--- config.mk ---
export PLATFORM = sky130hd
export DESIGN_NAME = stage3_fetch_stage_flat
export DESIGN_NICKNAME = d
export VERILOG_FILES = /design/src/rtl/stage3_fetch_stage_if.sv /design/src/rtl/stage3_fetch_stage.sv /design/src/flat_wrapper.sv
export SDC_FILE = /design/constraint.sdc
export NUM_CORES = 1
export LEC_CHECK = 0
export BUFFER_PORTS_ARGS = -buffer_cell sky130_fd_sc_hd__buf_4
export CAP_MARGIN = 20
export CORE_AREA = 3 3 144 146
export CTS_BUF_LIST = sky130_fd_sc_hd__clkbuf_2
export DETAILED_ROUTE_END_ITERATION = 8
export DIE_AREA = 0 0 147 149
export PLACE_DENSITY = 0.78
export SYNTH_ARGS = -nofsm -noshare
export SYNTH_HDL_FRONTEND = slang
export SYNTH_SLANG_ARGS = --single-unit
--- constraint.sdc ---
create_clock -name CLK -period 4.8 [get_ports CLK]
set_input_delay 0 -clock CLK [delete_from_list [all_inputs] [get_ports CLK]]
set_output_delay 0 -clock CLK [all_outputs]
set_load 0.1 [all_outputs]
--- src/rtl/stage3_fetch_stage_if.sv ---
// ---------------------------------------------------------------------------
// stage3_fetch_stage_if
//   Instruction-memory request/response bundle between the fetch stage and
//   the instruction bus.
//
//   imem_addr   fetch address (driven by the fetch stage)
//   imem_ren    read request  (driven by the fetch stage)
//   imem_busy   bus wait; the request is held while this is high
//   imem_rdata  returned instruction word
//   imem_fault  access fault for the current request
//
//   master : fetch stage side
//   slave  : memory / bus side
// ---------------------------------------------------------------------------
interface stage3_fetch_stage_if;
  logic [31:0] imem_addr;
  logic        imem_ren;
  logic        imem_busy;
  logic [31:0] imem_rdata;
  logic        imem_fault;

  modport master (
    output imem_addr,
    output imem_ren,
    input  imem_busy,
    input  imem_rdata,
    input  imem_fault
  );

  modport slave (
    input  imem_addr,
    input  imem_ren,
    output imem_busy,
    output imem_rdata,
    output imem_fault
  );
endinterface

--- src/rtl/stage3_fetch_stage.sv ---
// ---------------------------------------------------------------------------
// stage3_fetch_stage
//   Instruction fetch stage: owns the fetch PC, issues requests on the
//   instruction bus, absorbs redirects that arrive while a bus transfer is
//   still in flight, and fills the IF/EX pipeline latch.
//
//   Optional build macro: STAGE3_FETCH_MISALIGN_CHECK_EN
//     defined   : a fetch PC with pc_f[1:0] != 0 is never sent to the bus; it
//                 completes immediately as a NOP tagged ex_mal_insn=1 and
//                 records its address in fault_addr_fetch.
//     undefined : the bus address is always word aligned and ex_mal_insn=0.
//
//   Ports
//     CLK, nRST                 clock (rising edge), async active-low reset
//     pc_en                     sequential / predicted PC advance permitted
//     npc_sel, resolved_pc      mem-stage redirect (mispredict / jump)
//     insert_priv_pc, priv_pc   trap / xRET redirect
//     rollback, rollback_pc     refetch redirect
//     if_ex_stall, if_ex_flush  IF/EX latch hold / squash
//     iren, suppress_iren       fetch enable / fetch inhibit
//     predict_taken/_target     branch predictor result for pc_f
//     imem (master modport)     instruction bus request / response
//     pc_f                      current fetch PC
//     i_mem_busy                fetch stall to the hazard unit
//     fault_addr_fetch          address of the last faulting fetch
//     ex_*                      IF/EX latch contents
// ---------------------------------------------------------------------------
module stage3_fetch_stage #(
  parameter logic [31:0] RESET_PC = 32'h8000_0000
) (
  input  logic                        CLK,
  input  logic                        nRST,
  input  logic                        pc_en,
  input  logic                        npc_sel,
  input  logic [31:0]                 resolved_pc,
  input  logic                        insert_priv_pc,
  input  logic [31:0]                 priv_pc,
  input  logic                        rollback,
  input  logic [31:0]                 rollback_pc,
  input  logic                        if_ex_stall,
  input  logic                        if_ex_flush,
  input  logic                        iren,
  input  logic                        suppress_iren,
  input  logic                        predict_taken,
  input  logic [31:0]                 predict_target,
  stage3_fetch_stage_if.master        imem,
  output logic [31:0]                 pc_f,
  output logic                        i_mem_busy,
  output logic [31:0]                 fault_addr_fetch,
  output logic                        ex_valid,
  output logic [31:0]                 ex_pc,
  output logic [31:0]                 ex_pc4,
  output logic [31:0]                 ex_instr,
  output logic                        ex_pred_taken,
  output logic                        ex_fault_insn,
  output logic                        ex_mal_insn
);

  localparam logic [31:0] NOP_INSN = 32'h0000_0013;

  typedef enum logic {
    FETCH = 1'b0,
    DRAIN = 1'b1
  } state_t;

  state_t      state, state_nxt;
  logic [31:0] req_addr, req_addr_nxt;

  logic        redirect;
  logic [31:0] redirect_pc;
  logic        fetch_want;
  logic        misaligned;
  logic [31:0] fetch_addr;
  logic        ren_w;
  logic [31:0] addr_w;
  logic        fetch_done;
  logic [31:0] pc_plus4;
  logic [31:0] pc_nxt;

  // Redirect sources, highest priority first.
  always_comb begin
    redirect    = insert_priv_pc | rollback | npc_sel;
    redirect_pc = resolved_pc;
    if (insert_priv_pc) begin
      redirect_pc = priv_pc;
    end else if (rollback) begin
      redirect_pc = rollback_pc;
    end
  end

  assign fetch_want = iren & ~suppress_iren;
  assign pc_plus4   = pc_f + 32'd4;

`ifdef STAGE3_FETCH_MISALIGN_CHECK_EN
  assign misaligned = (pc_f[1:0] != 2'b00);
  assign fetch_addr = pc_f;
`else
  assign misaligned = 1'b0;
  assign fetch_addr = {pc_f[31:2], 2'b00};
`endif

  // FSM next-state and bus outputs. DRAIN keeps the abandoned request on
  // the bus until the memory finishes it, so the bus never sees a request
  // withdrawn mid-transfer.
  always_comb begin
    state_nxt    = state;
    req_addr_nxt = req_addr;
    ren_w        = 1'b0;
    addr_w       = fetch_addr;
    fetch_done   = 1'b0;
    case (state)
      FETCH: begin
        ren_w = fetch_want & ~misaligned;
        // A misaligned PC completes without using the bus.
        if (misaligned) begin
          fetch_done = fetch_want & ~redirect;
        end else begin
          fetch_done = ren_w & ~imem.imem_busy & ~redirect;
        end
        if (redirect & ren_w & imem.imem_busy) begin
          state_nxt    = DRAIN;
          req_addr_nxt = fetch_addr;
        end
      end
      DRAIN: begin
        ren_w  = 1'b1;
        addr_w = req_addr;
        if (!imem.imem_busy) begin
          state_nxt = FETCH;
        end
      end
      default: begin
        state_nxt = FETCH;
      end
    endcase
  end

  assign imem.imem_ren  = ren_w;
  assign imem.imem_addr = addr_w;
  assign i_mem_busy     = ren_w & (imem.imem_busy | (state == DRAIN));

  // Next PC: redirects win regardless of pc_en; otherwise advance only on a
  // completed fetch the hazard unit allows.
  always_comb begin
    pc_nxt = pc_f;
    if (redirect) begin
      pc_nxt = redirect_pc;
    end else if (pc_en & fetch_done) begin
      pc_nxt = predict_taken ? predict_target : pc_plus4;
    end
  end

  // ---- Fetch PC / FSM registers ----
  always_ff @(posedge CLK or negedge nRST) begin
    if (!nRST) begin
      state    <= FETCH;
      req_addr <= 32'h0000_0000;
      pc_f     <= RESET_PC;
    end else begin
      state    <= state_nxt;
      req_addr <= req_addr_nxt;
      pc_f     <= pc_nxt;
    end
  end

  // ---- Fault address capture ----
  always_ff @(posedge CLK or negedge nRST) begin
    if (!nRST) begin
      fault_addr_fetch <= 32'h0000_0000;
    end else if (fetch_done & (misaligned | imem.imem_fault)) begin
      fault_addr_fetch <= pc_f;
    end
  end

  // ---- IF/EX latch ----
  // Flush clears only the valid bit; data fields keep their last value.
  // Responses returning while draining are never loaded.
  always_ff @(posedge CLK or negedge nRST) begin
    if (!nRST) begin
      ex_valid      <= 1'b0;
      ex_pc         <= 32'h0000_0000;
      ex_pc4        <= 32'h0000_0000;
      ex_instr      <= NOP_INSN;
      ex_pred_taken <= 1'b0;
      ex_fault_insn <= 1'b0;
    end else if (if_ex_flush) begin
      ex_valid <= 1'b0;
    end else if (!if_ex_stall) begin
      if (state == DRAIN) begin
        ex_valid <= 1'b0;
      end else begin
        ex_valid      <= fetch_done;
        ex_pc         <= pc_f;
        ex_pc4        <= pc_plus4;
        ex_instr      <= misaligned ? NOP_INSN : imem.imem_rdata;
        ex_pred_taken <= predict_taken;
        ex_fault_insn <= misaligned ? 1'b0 : imem.imem_fault;
      end
    end
  end

`ifdef STAGE3_FETCH_MISALIGN_CHECK_EN
  always_ff @(posedge CLK or negedge nRST) begin
    if (!nRST) begin
      ex_mal_insn <= 1'b0;
    end else if (!if_ex_flush && !if_ex_stall && (state == FETCH)) begin
      ex_mal_insn <= misaligned;
    end
  end
`else
  assign ex_mal_insn = 1'b0;
`endif

endmodule

--- src/flat_wrapper.sv ---
// flat-port wrapper written by rule: the top's interface ports become plain ports
module stage3_fetch_stage_flat 
#(
  parameter logic [31:0] RESET_PC = 32'h8000_0000
)
  (CLK, nRST, pc_en, npc_sel, resolved_pc, insert_priv_pc, priv_pc, rollback, rollback_pc, if_ex_stall, if_ex_flush, iren, suppress_iren, predict_taken, predict_target, pc_f, i_mem_busy, fault_addr_fetch, ex_valid, ex_pc, ex_pc4, ex_instr, ex_pred_taken, ex_fault_insn, ex_mal_insn, imem_imem_addr, imem_imem_ren, imem_imem_busy, imem_imem_rdata, imem_imem_fault);
  stage3_fetch_stage_if imem_i ();
  input  logic CLK;
  input  logic nRST;
  input  logic pc_en;
  input  logic npc_sel;
  input  logic [31:0] resolved_pc;
  input  logic insert_priv_pc;
  input  logic [31:0] priv_pc;
  input  logic rollback;
  input  logic [31:0] rollback_pc;
  input  logic if_ex_stall;
  input  logic if_ex_flush;
  input  logic iren;
  input  logic suppress_iren;
  input  logic predict_taken;
  input  logic [31:0] predict_target;
  output logic [31:0] pc_f;
  output logic i_mem_busy;
  output logic [31:0] fault_addr_fetch;
  output logic ex_valid;
  output logic [31:0] ex_pc;
  output logic [31:0] ex_pc4;
  output logic [31:0] ex_instr;
  output logic ex_pred_taken;
  output logic ex_fault_insn;
  output logic ex_mal_insn;
  output wire logic [$bits(imem_i.imem_addr)-1:0] imem_imem_addr;
  output wire logic [$bits(imem_i.imem_ren)-1:0] imem_imem_ren;
  input wire logic [$bits(imem_i.imem_busy)-1:0] imem_imem_busy;
  input wire logic [$bits(imem_i.imem_rdata)-1:0] imem_imem_rdata;
  input wire logic [$bits(imem_i.imem_fault)-1:0] imem_imem_fault;
  assign imem_imem_addr = imem_i.imem_addr;
  assign imem_imem_ren = imem_i.imem_ren;
  assign imem_i.imem_busy = imem_imem_busy;
  assign imem_i.imem_rdata = imem_imem_rdata;
  assign imem_i.imem_fault = imem_imem_fault;
  stage3_fetch_stage #(.RESET_PC(RESET_PC)) u_core (.CLK(CLK), .nRST(nRST), .pc_en(pc_en), .npc_sel(npc_sel), .resolved_pc(resolved_pc), .insert_priv_pc(insert_priv_pc), .priv_pc(priv_pc), .rollback(rollback), .rollback_pc(rollback_pc), .if_ex_stall(if_ex_stall), .if_ex_flush(if_ex_flush), .iren(iren), .suppress_iren(suppress_iren), .predict_taken(predict_taken), .predict_target(predict_target), .imem(imem_i), .pc_f(pc_f), .i_mem_busy(i_mem_busy), .fault_addr_fetch(fault_addr_fetch), .ex_valid(ex_valid), .ex_pc(ex_pc), .ex_pc4(ex_pc4), .ex_instr(ex_instr), .ex_pred_taken(ex_pred_taken), .ex_fault_insn(ex_fault_insn), .ex_mal_insn(ex_mal_insn));
endmodule
======== Word-level counts from Yosys, hierarchy flattened ========
Cells that the tools add are included.
cells by class
  $add $sub $neg .......................... 1
  reductions and logical operators ........ 3
  eq/ne operators ......................... 1
  bitwise logic cells ..................... 17
  mux-type cells .......................... 14
operators by type and width
  operator               number
  $mux 32                6
  $add 32x3->32 const B  1
  $and 1x1->1            8
  $mux 1                 6
  $not 1->1              6
  $pmux 1 s2             2
  $or 1x1->1             3
  $reduce_and 3->1       1
  $ne 2x1->1 const B     1
  $reduce_and 2->1       1
  $reduce_bool 2->1      1
storage, ports and cells
  bits in registers ....................... 194
  output and inout bits ................... 198
  logic and storage cells ................. 46

======== Longest topological paths before layout ========
Gate-level depths: netlist of run 1.
  word-level depth ........................ 8
  gate-level depth with buffers ........... 7
  gate-level depth less buffers ........... 6

======== Worst setup path before layout of run 1 ========
OpenSTA, ideal clock, no wires.
  kind .................................... register to output
  start ................................... register u_core.pc_f[23]
  end ..................................... output imem_imem_addr[23]
  setup slack ............................. 1,432 ps
  buffers on the path ..................... 0
  data arrival time ....................... 3,368 ps
  required time ........................... 4,800 ps
  cell stages (with the launch flop) ...... 3
  cells stage by stage .................... dfrtp_1 inv_1 o21ai_0
on the way
  cells in the longest elaborated chain, start to end .. 1
RTL lines
  element                 RTL line                   text
  start, declared         stage3_fetch_stage.sv:47   output logic [31:0] pc_f,
  start signal, assigned  stage3_fetch_stage.sv:162  pc_f <= pc_nxt;
  $mux 32                 stage3_fetch_stage.sv:111  case (state)
  end, declared           flat_wrapper.sv:33         output wire logic [$bits(imem_i.imem_addr)-1:0] imem_imem_addr;
No other way between the ends.

======== Final worst setup path of run 1 ========
  start ................................... register u_core.state
  end ..................................... register u_core.pc_f[2]
on the way
  cells in the longest elaborated chain, start to end .. 3
RTL lines
  element                      RTL line                   text
  start, declared              stage3_fetch_stage.sv:66   state_t state, state_nxt;
  start signal, assigned       stage3_fetch_stage.sv:160  state <= state_nxt;
  $mux 1                       stage3_fetch_stage.sv:111
  $and 1x1->1                  stage3_fetch_stage.sv:148  end else if (pc_en & fetch_done) begin
  $reduce_bool 2->1 (no line)  n/a
No other way between the ends.
A chain may end at the register's enable or synchronous reset.

==> summary.log, run 1 <==
INFO  sta            finalSetupTns=0ns
INFO  global_routing top_usage_layer=met2
INFO  layout         layout.cells.most_common=sky130_fd_sc_hd__buf_4
INFO  global_routing global_route.usage.total=34.18%
INFO  sta            report.final.hold_viol_count=0
INFO  setup_path     critical-path-top-delay-family=simple AND/OR/NAND/NOR gates
INFO  drt            detail_route.wirelength=37.99mm
INFO  clock_network  cts_made_buffers=17
INFO  setup_path     worst_ep_required_time=5.49ns
INFO  drt            route.detailed.wl_per_inst=21.34microns
INFO  setup_path     critPathLaunchType=register
INFO  sta            grt_setup_unrepaired=false
INFO  placement      place_congestion=0.8030
INFO  sta            timing.max_slew.rel_slack=30.39%
INFO  drt            detailedRoute.firstIterationViolations=772
INFO  pwr            worst_ir_drop_vdd=0.2973mV
INFO  yosys          synth_area=9315squm
INFO  clock_network  clock-sinks=192
INFO  setup_path     worst_ep_arrival=4.76ns
INFO  layout         layout_common_cells=sky130_fd_sc_hd__buf_4, sky130_fd_sc_hd__nand2_1, sky130_fd_sc_hd__dlygate4sd3_1
INFO  global_routing gr_met2_demand_resource=57.89%
INFO  setup_path     cp_cell_sequence=nor4b_4, and2_1, nor2_1, a31oi_1, dlygate4sd3_1, o21ai_0, dlygate4sd3_1
INFO  layout         final_layout_size_suffix_gt1_share=34.08%
INFO  global_routing grt_first_pass_wirelength=58.55mm
INFO  global_routing number_of_antenna_violations_at_the_first_check_in_global_routing=1
INFO  drt            detail-route-antenna-nets=0
INFO  placement      hpwlAfterDp=23.32mm
INFO  global_routing grt_pass1_vias=10169
INFO  floorplan      floorplan.die_area=21900squm
INFO  floorplan      die_h=149microns
INFO  drt            routed_via_density=5.527
INFO  layout         area.growth.synth_to_final=57.15%
INFO  pwr            p_leak=0.007028uW
INFO  sta            period_share=84.85%
INFO  clock_network  root_buffer_cell=sky130_fd_sc_hd__clkbuf_2
INFO  placement      place_ws=1.803ns
INFO  layout         post_layout_nets=1675
INFO  sta            worstMarginPinSlew=1.044ns
INFO  yosys          avgSynthCellArea=9.653squm
INFO  setup_path     critical_path_peak_fanout=39
INFO  yosys          seq_area_frac_synth=51.63%
INFO  global_routing grt_max_degree=121
INFO  setup_path     worst_path_max_stage_delay=0.88ns
INFO  setup_path     endpoint_kind=register
INFO  placement      dpl_cell_area=12090squm
INFO  layout         final_design_area_no_fill=14640squm
INFO  setup_path     critical_path.slowest_cell=sky130_fd_sc_hd__and2_1
INFO  sta            clock.fmax=245.5MHz
INFO  yosys          async_reset_ff_share=100.0%
INFO  setup_path     critical-path-top-cell-by-count=sky130_fd_sc_hd__dlygate4sd3_1
INFO  sta            setup_ws=0.7271ns
INFO  sta            final.setup_skew=0.03808ns
INFO  job            max_cap_violations=0
INFO  yosys          postSynthRegisterBits=192
INFO  clock_network  worstSkewPairLatency=0.79ns
INFO  yosys          synth_flop_cell=sky130_fd_sc_hd__dfrtp_1
INFO  clock_network  clk_transition_reported_paths=0.28ns
INFO  drt            drt-pass1-iter-count=7
INFO  yosys          synth_edf_count=0
INFO  sta            timing.final.crit_period=4.073ns
INFO  pwr            power_density=419.8nW/um^2
INFO  yosys          post_synth_inst_count=965
INFO  placement      io_buffers=367
INFO  sta            setup_viol_count_final=0
INFO  layout         finalCoreUtilization=74.97%
INFO  run_status     status=finished, final reports clean
INFO  global_routing grt_util_met3=9.085%
INFO  clock_network  ctsLongestPathBuffers=2
INFO  layout         final_cell_count_no_fill=1780
INFO  floorplan      rows=51
INFO  floorplan      die-width=147microns
INFO  clock_network  cts_tree=done
INFO  yosys          yosys_warnings=0
INFO  global_routing grt.met1_usage=42.42%
INFO  floorplan      io-pin-count=371
INFO  sta            slew_limit_fails=0
INFO  setup_path     critPathKind=register to register
INFO  drt            drcViolationCount=0
INFO  floorplan      start_util=47.71%
INFO  global_routing grt-ovfl-total=0
INFO  clock_network  postCtsSetupBuffers=0
INFO  floorplan      fp.coreArea=19530squm
INFO  drt            route.vias.total=9838
INFO  worst_hold_path holdCritPathClass=primary input to register
INFO  clock_network  cts.repair.resized=0
INFO  clock_network  number_of_h_tree_levels=4
INFO  yosys          netlist-cell-type-count=53
INFO  setup_path     critPathBufInv=2
INFO  placement      place.detailed.instances=1519
==> metrics by stage <==
step	hold slack [ns]	power [uW]
after CTS	0.008215	6099
after global placement	0.1868	5070
after detailed placement	0.1935	5107
final	0.07657	6145
after global routing	0.03542	6349
after floorplan	-0.2956	4398
==> sequential cells by signal, indices dropped and copies added, names as in the netlist <==
register / cells
u_core.ex_pred_taken: 1
u_core.ex_pc: 30
u_core.fault_addr_fetch: 32
u_core.pc_f: 32
u_core.state: 1
u_core.ex_instr: 32
u_core.ex_pc4: 32
u_core.ex_fault_insn: 1
u_core.ex_valid: 1
u_core.req_addr: 30
==> worst register-to-register path, cell delays in order, from the launching register on <==
cell and delay [ns]:
sky130_fd_sc_hd__dfrtp_2 0.82, sky130_fd_sc_hd__nor4b_4 0.56, sky130_fd_sc_hd__and2_1 0.88, sky130_fd_sc_hd__nor2_1 0.31, sky130_fd_sc_hd__a31oi_1 0.23, sky130_fd_sc_hd__dlygate4sd3_1 0.57, sky130_fd_sc_hd__o21ai_0 0.06, sky130_fd_sc_hd__dlygate4sd3_1 0.56
==> cell usage after synthesis (8+ instances only) <==
cell type | count | area share [%]
sky130_fd_sc_hd__o211ai_1 | 13 | 1.0
sky130_fd_sc_hd__a21o_1 | 13 | 1.0
sky130_fd_sc_hd__a22oi_1 | 31 | 2.5
sky130_fd_sc_hd__buf_1 | 8 | 0.32
sky130_fd_sc_hd__buf_4 | 12 | 0.97
sky130_fd_sc_hd__nor3_1 | 8 | 0.43
sky130_fd_sc_hd__and3_1 | 11 | 0.74
sky130_fd_sc_hd__a21oi_1 | 31 | 1.7
sky130_fd_sc_hd__mux2_2 | 86 | 10
sky130_fd_sc_hd__clkbuf_1 | 46 | 1.9
sky130_fd_sc_hd__xor2_1 | 11 | 1.0
sky130_fd_sc_hd__nand3_1 | 29 | 1.6
sky130_fd_sc_hd__o21ai_0 | 55 | 3.0
sky130_fd_sc_hd__nor2_1 | 44 | 1.8
sky130_fd_sc_hd__dfrtp_1 | 188 | 51
sky130_fd_sc_hd__xnor2_1 | 17 | 1.6
sky130_fd_sc_hd__nand2_1 | 261 | 11
sky130_fd_sc_hd__buf_2 | 22 | 1.2
==> what timing repair did <==
item | in CTS | in global routing
hold buffers | 227 | 0
hold endpoints to repair | 238 | 0
endpoints found under the setup margin | 0 | 0
==> logic make-up after synthesis <==
| kind of cell | count (synthesis) | share of synthesized area, % |
|---|---|---|
| buffers and inverters | 97 | 4.862 |
| AO/OA/AOI/OAI | 170 | 11.67 |
| AND/OR/NAND/NOR | 387 | 18.29 |
| XOR/XNOR | 28 | 2.633 |
| other | 1 | 0.04026 |
| multiplexers | 89 | 10.73 |
| adder cells (fa/ha/maj) | 1 | 0.1343 |
| flip-flops | 192 | 51.63 |
==> area by class of cell <==
cell class                      instances  area (sq um)
Timing Repair Buffer                  606          5157
Fill cell                            1339          4887
Sequential cell                       192          4811
Multi-Input combinational cell        678          4078
Tap cell                              265         331.6
Clock inverter                         13         141.4
Clock buffer                           19         95.09
Inverter                                6         22.52
Antenna cell                            1         2.502
==> per-layer routing <==
layer | vias up | part of all wire, % | wire length, microns
met5 | - | 0 | 0
met4 | 0 | 3.3 | 1236
met2 | 548 | 49 | 18570
li1 | 4374 | - | -
met3 | 90 | 9.5 | 3596
met1 | 4826 | 38 | 14590
==> report_power, final <==
part | switching [uW] | internal (uW)
registers | 240 | 1890
logic | 2390 | 777
clock network | 627 | 217
==> final timing paths <==
kind | from | endpoint | slack, ns | cells past startpoint
worst max-delay path | u_core.state$_DFF_PN0_ | u_core.pc_f[2]$_DFFE_PN0P_ | 0.73 | 7
worst min-delay path | priv_pc[14] | u_core.pc_f[14]$_DFFE_PN0P_ | 0.08 | 4
worst max register to register | u_core.state$_DFF_PN0_ | u_core.pc_f[2]$_DFFE_PN0P_ | 0.73 | 7
worst min register to register | u_core.ex_instr[1]$_DFFE_PN1P_ | u_core.ex_instr[1]$_DFFE_PN1P_ | 0.51 | 2
max in group asynchronous | nRST | u_core.ex_pc[26]$_DFFE_PN0P_ | 3.85 | 4
min in group asynchronous | nRST | u_core.ex_instr[4]$_DFFE_PN1P_ | 0.28 | 3
(Power assumes the default switching activity.)
==> run 2: changes to the inputs <==
CORE_AREA = default   (was 3 3 144 146)
CORE_MARGIN = 3   (was default)
CORE_UTILIZATION = 46   (was default)
DIE_AREA = default   (was 0 0 147 149)
PLACE_DENSITY = 0.79   (was 0.78)
clock period = 3.67 ns   (was 4.8 ns; I/O delays follow)
==> run 2 against run 1 <==
Clock-buffer cell count increased by 2. Worst setup slack got worse by 0.52 ns. Register-to-register slack got worse by 0.52 ns. Clock skew increased by 0.0075 ns. Critical path depth increased by 1. Critical path type unchanged. Critical endpoint is now u_core.pc_f[30]$_DFFE_PN0P_.
==> summary.log, run 2 (synthesis gave the netlist of run 1 again) <==
INFO  clock_network  number_of_h_tree_levels=4 [unchanged]
INFO  setup_path     worst_ep_required_time=4.37ns [was 5.49 ns]
INFO  placement      place_ws=1.225ns [was 1.803 ns]
INFO  setup_path     critical_path.reg2reg.endpoint=u_core.pc_f[30]$_DFFE_PN0P_ [was u_core.pc_f[2]$_DFFE_PN0P_]
INFO  clock_network  cts_made_buffers=17 [unchanged]
INFO  layout         layout_common_cells=sky130_fd_sc_hd__buf_4, sky130_fd_sc_hd__nand2_1, sky130_fd_sc_hd__dlygate4sd3_1 [unchanged]
INFO  setup_path     worst_r2r_path_depth=8 [was 7]
INFO  placement      hpwlAfterDp=23.32mm [about the same]
INFO  drt            detail_route.wirelength=38.11mm [was 37.99 mm]
INFO  clock_network  ctsLongestPathBuffers=2 [unchanged]
INFO  sta            worstMarginPinSlew=0.9687ns [was 1.044 ns]
INFO  sta            grt_setup_unrepaired=false [unchanged]
INFO  sta            finalSetupTns=0ns [unchanged]
INFO  clock_network  clk_transition_reported_paths=0.26ns [was 0.28 ns]
INFO  floorplan      start_util=47.40% [was 47.71%]
INFO  global_routing grt-ovfl-total=0 [unchanged]
INFO  worst_hold_path min_to=u_core.req_addr[5]$_DFFE_PN0P_ [was u_core.pc_f[14]$_DFFE_PN0P_]
INFO  clock_network  root_buffer_cell=sky130_fd_sc_hd__clkbuf_2 [unchanged]
INFO  drt            detail-route-antenna-nets=0 [unchanged]
INFO  pwr            worst_ir_drop_vdd=0.3722mV [was 0.2973 mV]
INFO  setup_path     critPathLaunchType=register [unchanged]
INFO  job            max_cap_violations=0 [unchanged]
INFO  setup_path     critPathKind=register to register [unchanged]
INFO  pwr            p_leak=0.007054uW [was 0.007028 uW]
INFO  pwr            power_density=550.1nW/um^2 [was 419.8 nW/um^2]
INFO  layout         final_design_area_no_fill=14730squm [was 14640 sq um]
INFO  sta            clock.fmax=289.1MHz [was 245.5 MHz]
INFO  floorplan      die_h=148.3microns [was 149 microns]
INFO  global_routing grt_first_pass_wirelength=57.93mm [was 58.55 mm]
INFO  global_routing number_of_antenna_violations_at_the_first_check_in_global_routing=8 [was 1]
INFO  sta            setup_viol_count_final=0 [unchanged]
INFO  layout         post_layout_nets=1680 [was 1675]
INFO  global_routing grt_pass1_vias=10281 [was 10169]
INFO  global_routing global_route.usage.total=34.06% [was 34.18%]
INFO  setup_path     endpoint_kind=register [unchanged]
INFO  sta            setup_ws=0.2108ns [was 0.7271 ns]
INFO  layout         layout.cells.most_common=sky130_fd_sc_hd__buf_4 [unchanged]
INFO  pwr            finalPower=8101uW [was 6145 uW]
INFO  setup_path     worst_ep_arrival=4.16ns [was 4.76 ns]
INFO  setup_path     worst_r2r_startpoint=u_core.state$_DFF_PN0_ [unchanged]
INFO  floorplan      die-width=148.3microns [was 147 microns]
INFO  drt            drcViolationCount=0 [unchanged]
INFO  sta            period_share=94.26% [was 84.85%]
INFO  sta            timing.final.crit_period=3.459ns [was 4.073 ns]
INFO  clock_network  cts_tree=done [unchanged]
INFO  floorplan      floorplan.die_area=21990squm [was 21900 sq um]
INFO  setup_path     critical_path_peak_fanout=18 [was 39]
INFO  sta            final.setup_skew=0.04557ns [was 0.03808 ns]
INFO  drt            detailedRoute.firstIterationViolations=648 [was 772]
INFO  clock_network  worstSkewPairLatency=0.77ns [was 0.79 ns]
INFO  drt            route.vias.total=9912 [was 9838]
INFO  sta            slew_limit_fails=0 [unchanged]
INFO  sta            timing.max_slew.rel_slack=35.42% [was 30.39%]
INFO  worst_hold_path min_path_cells=4 [unchanged]
INFO  placement      dpl_cell_area=12140squm [was 12090 sq um]
INFO  drt            drt-pass1-iter-count=7 [unchanged]
INFO  drt            routed_via_density=5.531 [was 5.527]
INFO  layout         final_layout_size_suffix_gt1_share=34.43% [was 34.08%]
INFO  placement      io_buffers=367 [unchanged]
INFO  clock_network  clock-sinks=192 [unchanged]
INFO  worst_hold_path hold_path.startpoint=suppress_iren [was priv_pc[14]]
INFO  floorplan      fp.coreArea=19650squm [was 19530 sq um]
INFO  worst_hold_path holdCritPathClass=primary input to register [unchanged]
INFO  layout         area.growth.synth_to_final=58.09% [was 57.15%]
INFO  setup_path     timing.reg2reg.setup_slack=0.21ns [was 0.73 ns]
INFO  drt            route.detailed.wl_per_inst=21.27microns [was 21.34 microns]
INFO  run_status     status=finished, final reports clean [unchanged]
INFO  sta            report.final.hold_viol_count=0 [unchanged]
INFO  global_routing grt_max_degree=97 [was 121]
INFO  placement      place_congestion=0.8650 [was 0.8030]
INFO  floorplan      rows=51 [unchanged]
INFO  floorplan      io-pin-count=371 [unchanged]
-- run 2: stage by stage --
step                hold slack (ns)  utilization [%]  cells
floorplan                   -0.2956                -    967
global placement             0.1402            61.78   1523
detailed placement           0.1432            61.78   1523
CTS                        0.003503            74.65   1780
global route               0.001696            74.90   1790
finish                      0.08506            74.93   1792
-- run 2: metal layers --
layer  track usage, %  wire length (microns)
met1            40.95                  14680
met2            56.95                  18690
met3            9.811                   3273
met4            15.57                   1470
met5                0                      0
-- run 2: layout make-up --
| cell class | instances | area [sq um] |
|---|---|---|
| antenna | 8 | 20.02 |
| clock buffer | 21 | 105.1 |
| clock inverter | 11 | 155.1 |
| fill | 1338 | 4927 |
| inverter | 6 | 22.52 |
| multi-input combinational | 678 | 4080 |
| sequential | 192 | 4811 |
| tap | 265 | 331.6 |
| timing repair buffer | 611 | 5201 |
-- run 2: how the worst max path moves through the flow --
stage / startpoint / endpoint / slack, ns / depth (start not counted)
2_1_floorplan: u_core.pc_f[23]$_DFFE_PN0P_ / imem_imem_addr[23] / 0.30 / 2
3_3_place_gp: u_core.pc_f[3]$_DFFE_PN0P_ / u_core.ex_pc4[20]$_DFFE_PN0P_ / 1.29 / 6
3_5_place_dp: u_core.pc_f[2]$_DFFE_PN0P_ / u_core.ex_pc4[20]$_DFFE_PN0P_ / 1.22 / 6
4_1_cts: u_core.state$_DFF_PN0_ / u_core.pc_f[10]$_DFFE_PN0P_ / 0.20 / 7
5_1_grt: u_core.state$_DFF_PN0_ / u_core.pc_f[30]$_DFFE_PN0P_ / 0.08 / 8
6_report: u_core.state$_DFF_PN0_ / u_core.pc_f[30]$_DFFE_PN0P_ / 0.21 / 8
-- run 2: critical path, stage by stage (launching register included) --
cell                            delay, ns
sky130_fd_sc_hd__dfrtp_2             0.66
sky130_fd_sc_hd__nor4b_4             0.45
sky130_fd_sc_hd__nand2_1             0.32
sky130_fd_sc_hd__nor2_1              0.18
sky130_fd_sc_hd__dlygate4sd3_1       0.56
sky130_fd_sc_hd__a311oi_1            0.04
sky130_fd_sc_hd__dlygate4sd3_1       0.57
sky130_fd_sc_hd__o21ai_0             0.06
sky130_fd_sc_hd__dlygate4sd3_1       0.56
-- run 2: repair_timing --
| action | 4_1_cts | 5_1_grt |
|---|---|---|
| hold buffers | 225 | 1 |
| endpoints found under the hold margin | 301 | 9 |
| setup buffers | 0 | 3 |
| setup endpoints to repair | 0 | 4 |
| gates resized for setup | 0 | 1 |
-- run 2: power breakdown --
group          total (uW)  switching [uW]  internal, uW
combinational        4150            3130          1020
clock                1160             763           396
sequential           2790             319          2480
total                8100            4210          3890
